**config.mk**
```make
export PLATFORM = sky130hd
export DESIGN_NAME = bfly_unit_flat
export DESIGN_NICKNAME = d
export VERILOG_FILES = /design/src/rtl/bfly_unit_if.sv /design/src/rtl/bfly_unit.sv /design/src/flat_wrapper.sv
export SDC_FILE = /design/constraint.sdc
export NUM_CORES = 2
export LEC_CHECK = 0
export ABC_AREA = 1
export CAP_MARGIN = 0
export CORE_AREA = 2 2 628 630
export CTS_BUF_LIST = sky130_fd_sc_hd__clkbuf_4
export CTS_CLUSTER_SIZE = 24
export DETAILED_ROUTE_END_ITERATION = 10
export DIE_AREA = 0 0 630 632
export PLACE_DENSITY = 0.38
export REMOVE_ABC_BUFFERS = 1
export SLEW_MARGIN = 5
export SYNTH_ARGS = -nofsm -noshare
export SYNTH_HDL_FRONTEND = slang
export SYNTH_SLANG_ARGS = --single-unit
```
**constraint.sdc**
```tcl
create_clock -name clk -period 13.75 [get_ports clk]
set_input_delay 1.375 -clock clk [delete_from_list [all_inputs] [get_ports clk]]
set_output_delay 1.375 -clock clk [all_outputs]
set_load 0.01 [all_outputs]
```
**src/rtl/bfly_unit_if.sv**
```systemverilog
// rtl/bfly_unit_if.sv - butterfly stage lane bundle with producer/consumer modports
interface bfly_unit_if #(
  parameter int WIDTH    = 12,
  parameter int NUM_PAIR = 16
);
  logic                    bfly_valid;
  logic signed [WIDTH-1:0] din_re        [0:NUM_PAIR-1];
  logic signed [WIDTH-1:0] din_im        [0:NUM_PAIR-1];
  logic signed [WIDTH-1:0] shift_data_re [0:NUM_PAIR-1];
  logic signed [WIDTH-1:0] shift_data_im [0:NUM_PAIR-1];
  logic signed [WIDTH:0]   bfly_sum_re   [0:NUM_PAIR-1];
  logic signed [WIDTH:0]   bfly_sum_im   [0:NUM_PAIR-1];
  logic signed [WIDTH:0]   bfly_diff_re  [0:NUM_PAIR-1];
  logic signed [WIDTH:0]   bfly_diff_im  [0:NUM_PAIR-1];
  logic                    twiddle_valid;

  modport master (
    output bfly_valid, din_re, din_im, shift_data_re, shift_data_im,
    input  bfly_sum_re, bfly_sum_im, bfly_diff_re, bfly_diff_im, twiddle_valid
  );

  modport slave (
    input  bfly_valid, din_re, din_im, shift_data_re, shift_data_im,
    output bfly_sum_re, bfly_sum_im, bfly_diff_re, bfly_diff_im, twiddle_valid
  );
endinterface

```
**src/rtl/bfly_unit.sv**
```systemverilog
// rtl/bfly_unit.sv - radix-2 butterfly stage, NUM_PAIR lanes, full-precision registered sum/diff
module bfly_unit #(
  parameter int WIDTH    = 12,
  parameter int NUM_PAIR = 16
) (
  input  logic        clk,
  input  logic        rstn,
  bfly_unit_if.slave  bif
);

  logic signed [WIDTH:0] w_sum_re  [0:NUM_PAIR-1];
  logic signed [WIDTH:0] w_sum_im  [0:NUM_PAIR-1];
  logic signed [WIDTH:0] w_diff_re [0:NUM_PAIR-1];
  logic signed [WIDTH:0] w_diff_im [0:NUM_PAIR-1];

  logic signed [WIDTH:0] r_sum_re  [0:NUM_PAIR-1];
  logic signed [WIDTH:0] r_sum_im  [0:NUM_PAIR-1];
  logic signed [WIDTH:0] r_diff_re [0:NUM_PAIR-1];
  logic signed [WIDTH:0] r_diff_im [0:NUM_PAIR-1];
  logic                  r_twiddle_valid;

  // Per-lane butterfly; one extra bit of sign extension absorbs the full range, no wrap possible
  always_comb begin
    for (int i = 0; i < NUM_PAIR; i++) begin
      w_sum_re[i]  = {bif.din_re[i][WIDTH-1], bif.din_re[i]}
                   + {bif.shift_data_re[i][WIDTH-1], bif.shift_data_re[i]};
      w_sum_im[i]  = {bif.din_im[i][WIDTH-1], bif.din_im[i]}
                   + {bif.shift_data_im[i][WIDTH-1], bif.shift_data_im[i]};
      w_diff_re[i] = {bif.din_re[i][WIDTH-1], bif.din_re[i]}
                   - {bif.shift_data_re[i][WIDTH-1], bif.shift_data_re[i]};
      w_diff_im[i] = {bif.din_im[i][WIDTH-1], bif.din_im[i]}
                   - {bif.shift_data_im[i][WIDTH-1], bif.shift_data_im[i]};
    end
  end

  // Result registers load only on valid cycles and hold otherwise; valid is delayed one cycle
  always_ff @(posedge clk) begin
    if (!rstn) begin
      r_twiddle_valid <= 1'b0;
      for (int i = 0; i < NUM_PAIR; i++) begin
        r_sum_re[i]  <= '0;
        r_sum_im[i]  <= '0;
        r_diff_re[i] <= '0;
        r_diff_im[i] <= '0;
      end
    end else begin
      r_twiddle_valid <= bif.bfly_valid;
      if (bif.bfly_valid) begin
        for (int i = 0; i < NUM_PAIR; i++) begin
          r_sum_re[i]  <= w_sum_re[i];
          r_sum_im[i]  <= w_sum_im[i];
          r_diff_re[i] <= w_diff_re[i];
          r_diff_im[i] <= w_diff_im[i];
        end
      end
    end
  end

  for (genvar g = 0; g < NUM_PAIR; g++) begin : g_lane_out
    assign bif.bfly_sum_re[g]  = r_sum_re[g];
    assign bif.bfly_sum_im[g]  = r_sum_im[g];
    assign bif.bfly_diff_re[g] = r_diff_re[g];
    assign bif.bfly_diff_im[g] = r_diff_im[g];
  end

  assign bif.twiddle_valid = r_twiddle_valid;

endmodule

```
**src/flat_wrapper.sv**
```systemverilog
// flat-port wrapper written by rule: the top's interface ports become plain ports
module bfly_unit_flat 
#(
  parameter int WIDTH    = 12,
  parameter int NUM_PAIR = 16
)
  (clk, rstn, bif_bfly_valid, bif_din_re, bif_din_im, bif_shift_data_re, bif_shift_data_im, bif_bfly_sum_re, bif_bfly_sum_im, bif_bfly_diff_re, bif_bfly_diff_im, bif_twiddle_valid);
  bfly_unit_if #(.WIDTH(WIDTH), .NUM_PAIR(NUM_PAIR)) bif_i ();
  input  logic clk;
  input  logic rstn;
  input wire logic [$bits(bif_i.bfly_valid)-1:0] bif_bfly_valid;
  input wire logic [$bits(bif_i.din_re)-1:0] bif_din_re;
  input wire logic [$bits(bif_i.din_im)-1:0] bif_din_im;
  input wire logic [$bits(bif_i.shift_data_re)-1:0] bif_shift_data_re;
  input wire logic [$bits(bif_i.shift_data_im)-1:0] bif_shift_data_im;
  output wire logic [$bits(bif_i.bfly_sum_re)-1:0] bif_bfly_sum_re;
  output wire logic [$bits(bif_i.bfly_sum_im)-1:0] bif_bfly_sum_im;
  output wire logic [$bits(bif_i.bfly_diff_re)-1:0] bif_bfly_diff_re;
  output wire logic [$bits(bif_i.bfly_diff_im)-1:0] bif_bfly_diff_im;
  output wire logic [$bits(bif_i.twiddle_valid)-1:0] bif_twiddle_valid;
  assign bif_i.bfly_valid = bif_bfly_valid;
  assign bif_i.din_re = {>>{bif_din_re}};
  assign bif_i.din_im = {>>{bif_din_im}};
  assign bif_i.shift_data_re = {>>{bif_shift_data_re}};
  assign bif_i.shift_data_im = {>>{bif_shift_data_im}};
  assign bif_bfly_sum_re = {>>{bif_i.bfly_sum_re}};
  assign bif_bfly_sum_im = {>>{bif_i.bfly_sum_im}};
  assign bif_bfly_diff_re = {>>{bif_i.bfly_diff_re}};
  assign bif_bfly_diff_im = {>>{bif_i.bfly_diff_im}};
  assign bif_twiddle_valid = bif_i.twiddle_valid;
  bfly_unit #(.WIDTH(WIDTH), .NUM_PAIR(NUM_PAIR)) u_core (.clk(clk), .rstn(rstn), .bif(bif_i));
endmodule
```
Word level (Yosys, flattened, before mapping)
Memories as Yosys holds them, arrays and structs flattened.
Cells that the tools add are included.
{ "classes": {"bitwise": 64, "addsub": 64, "muxes": 68} }
{ "op_table": {"columns": ["operator", "n"], "rows": [
  ["$mux W13", 64],
  ["$add A12 B12 Y13", 32],
  ["$sub A12 B12 Y13", 32],
  ["$or A1 B1 Y1", 64],
  ["$mux W1", 4]
]} }
{ "word_totals": {"ff_bits": 1, "mem_count": 4, "ramBits": 832, "input_bits": 771} }
{ "memory_table": {"columns": ["name", "depth", "width", "rd", "rd_ports_with_merged_regs", "write_ports", "line", "source"], "rows": [
  ["u_core.r_diff_im", 16, 13, 16, 0, 16, "bfly_unit.sv:19", "logic signed [WIDTH:0] r_diff_im [0:NUM_PAIR-1];"],
  ["u_core.r_diff_re", 16, 13, 16, 0, 16, "bfly_unit.sv:18", "logic signed [WIDTH:0] r_diff_re [0:NUM_PAIR-1];"],
  ["u_core.r_sum_im", 16, 13, 16, 0, 16, "bfly_unit.sv:17", "logic signed [WIDTH:0] r_sum_im [0:NUM_PAIR-1];"],
  ["u_core.r_sum_re", 16, 13, 16, 0, 16, "bfly_unit.sv:16", "logic signed [WIDTH:0] r_sum_re [0:NUM_PAIR-1];"]
]} }

Longest topological paths before layout
{ "depth": {"word_depth": 4, "mapped_depth": 13} }

Worst setup path before layout
OpenSTA, ideal clock, no wires.
{ "synth_path": {"kind": "input to register", "start": "input port rstn", "end": "memory u_core.r_diff_im[0][100] in the netlist's numbering (enable)", "cell_stages": 3, "slack_ps": 1782, "n_path_buf": 1, "arrival_ps": 11125, "path_cell_list": "buf_4 clkinv_1 or2_2"} }
{ "synth_rtl": {"columns": ["item", "line", "source"], "rows": [
  ["start, declared", "flat_wrapper.sv:10", "input logic rstn;"],
  ["end, declared", "bfly_unit.sv:19", null]
]} }

==> impl_metrics.ini <==
[clock_network]
cts_tree = built
numCtsBuffers = 287
postCtsSetupRepairBufs = 0
hold_buffers = 0
cts_sinks = 801
htreeDepth = 5
cts-root-buf = clkbuf_4
cts.path.max_buffers = 4
clk_pin_slew_worst_paths_ns = 0.06
post_cts_resized = 0

[run]
cap_violations = 0

[critical_path]
critPathCaptureType = flip-flop
cp-start-kind = input port
crit_type = in -> reg
required_ns = 14.65
cp.arrival_ns = 5.14
critical_path.max_fanout = 69

[drt]
antenna_left = 0
top_layer = met5
route.detailed.drc = 0
drtIter0Drc = 4234
totalWireLength_mm = 376
post_drt_wl_per_cell_um = 21.7
vias = 70600
firstDrtPassIters = 6
met3_length_mm = 25.3
wl_met1_mm = 149
wl_met2_mm = 186
via_per_inst = 4.08

[synthesis]
yosysUniqueCellTypes = 36
synth_xor_area_share_pct = 0
ys_seq_area_share_pct = 33.8
syn-mean-instance-area_um2 = 6.95
synth_top_family_by_area = simple AND/OR/NAND/NOR gates
yosysMostFrequentCell = nand2_1
synthMuxAreaShare_pct = 0
yosysTopAreaCell = edfxtp_1
synth_adder_area_share_pct = 15.3
synth-simple-area-share_pct = 28.7
synth_compound_area_share_pct = 9.97
ys_seq_elements = 801
synth_top_area_share_pct = 33.8
syn_inst = 10200
yosys_warnings = 0
synth.top_cells.by_area = edfxtp_1 (34%), nand2_1 (15%), ha_1 (14%), inv_1 (9.2%), nor2_1 (8.4%)
synthArstFlopShare_pct = 0
netlist_area_um2 = 71100
yosys_most_used_dff = edfxtp_1
synth_edf_count = 800
synth_common_cells = nand2_1 (2751), inv_1 (1743), nor2_1 (1592), a21oi_1 (869), edfxtp_1 (800)

[sta]
max_freq_mhz = 236
hold_viol_final = 0
worst-slew-pin-transition_ns = 1.01
setup_viol = 0
fin_setup_tns_ns = 0
slew_viol_final = 0
period_share_pct = 30.8
slew-limit-headroom_pct = 32.4
rsz0062_at_grt = no
finalCriticalPeriod_ns = 4.24

[placement]
hpwl_mm = 315
dp.cells = 16700
portBuffers = 1603
gp_congestion = 0.915

[final_layout]
num-fill-cells = 44000
regArea_um2 = 24000
multi_input_area_um2 = 38400
drive_gt1_share_pct = 4.36
nets = 13400
syn2layout_area_growth_pct = 34.6
instances_no_fill = 17300
final_util_pct = 24.5

[global_route]
grt_usage_pct = 18.1
grt_pass1_wl_mm = 518
grt-ovfl-total = 0
grt_start_max_net_pins = 148
grt_pass1_vias = 69700
antenna_found_initial = 187

[hold_path]
holdPathStages = 3
hold_class = in -> reg

[die]
core_um2 = 391000
num_rows = 230
die_h_um = 632
die_w_um = 630
num_io_pins = 1604
initial_core_util_pct = 18.2
die-area_um2 = 398000

[power]
power_density_nw_per_um2 = 96.7
power.leakage_uw = 0.0455
peakVddDrop_uv = 52.1

[run_status]
status = finished clean
==> flip-flops by register name, indices dropped and copies added, names as in the netlist <==
register                  flops
u_core.r_diff_im            194
u_core.r_sum_im             206
u_core.r_diff_re            200
u_core.r_sum_re             200
u_core.bif.twiddle_valid      1
==> worst paths after layout <==
kind	startpoint	end	slack [ns]
worst min-delay path	rstn	u_core.r_sum_re[1][91]$_SDFFCE_PN0P_	0.60
worst max-delay path	bif_bfly_valid	u_core.r_sum_re[1][2]$_SDFFCE_PN0P_	9.51
==> cell type report <==
type,count,share of cell area (%)
multi-input cells,7303,40.1
well taps,5220,6.82
clock inverters,85,0.587
diodes,80,0.209
flip-flops and latches,801,25.1
repair buffers,1629,17.0
inverters,1787,7.03
clock buffers,400,3.14
==> worst max-delay path, stage by stage <==
cell and delay, ns:
clkdlybuf4s50_1 0.75, or2_4 0.50, buf_4 0.61, buf_4 0.76
buf_4 0.90
==> where the power goes <==
part | switching, µW | internal (µW)
combinational | 1960 | 1250
clock | 1400 | 1460
sequential | 149 | 3030
total | 3510 | 5740
==> metal layers <==
metal,track usage [%],up-vias
li1,-,35800
met2,32.1,1880
met3,5.13,658
met1,20.3,32200
met4,7.34,96
met5,0,-
==> cell families after synthesis <==
group / Yosys count
compound gates: 1355
flops: 801
buf+inv: 2132
fa+ha+maj: 832
simple gates: 5116
==> cells in the final DEF (no fill, tap or decap), types with 86 or more instances in the layout <==
cell and instances:
nand2_1 2751, inv_1 1743, clkdlybuf4s50_1 1602, nor2_1 1592, a21oi_1 869, edfxtp_1 800, ha_1 768, nand3_1 539
clkbuf_4 400, o21ai_0 209, o21ai_1 159, nand4_1 86
==> stage by stage <==
| stage | hold WS (ns) | instance area (µm²) | setup WS, ns | power, µW |
|---|---|---|---|---|
| floorplan | 1.54 | 69100 | 1.47 | 4770 |
| global placement | 2.03 | 92000 | 8.02 | 6500 |
| detailed placement | 2.00 | 92000 | 8.02 | 6470 |
| CTS | 0.366 | 95500 | 9.22 | 9480 |
| global route | 0.460 | 95700 | 9.37 | 9880 |
| finish | 0.599 | 95700 | 9.51 | 9250 |
(Power assumes the default switching activity.)
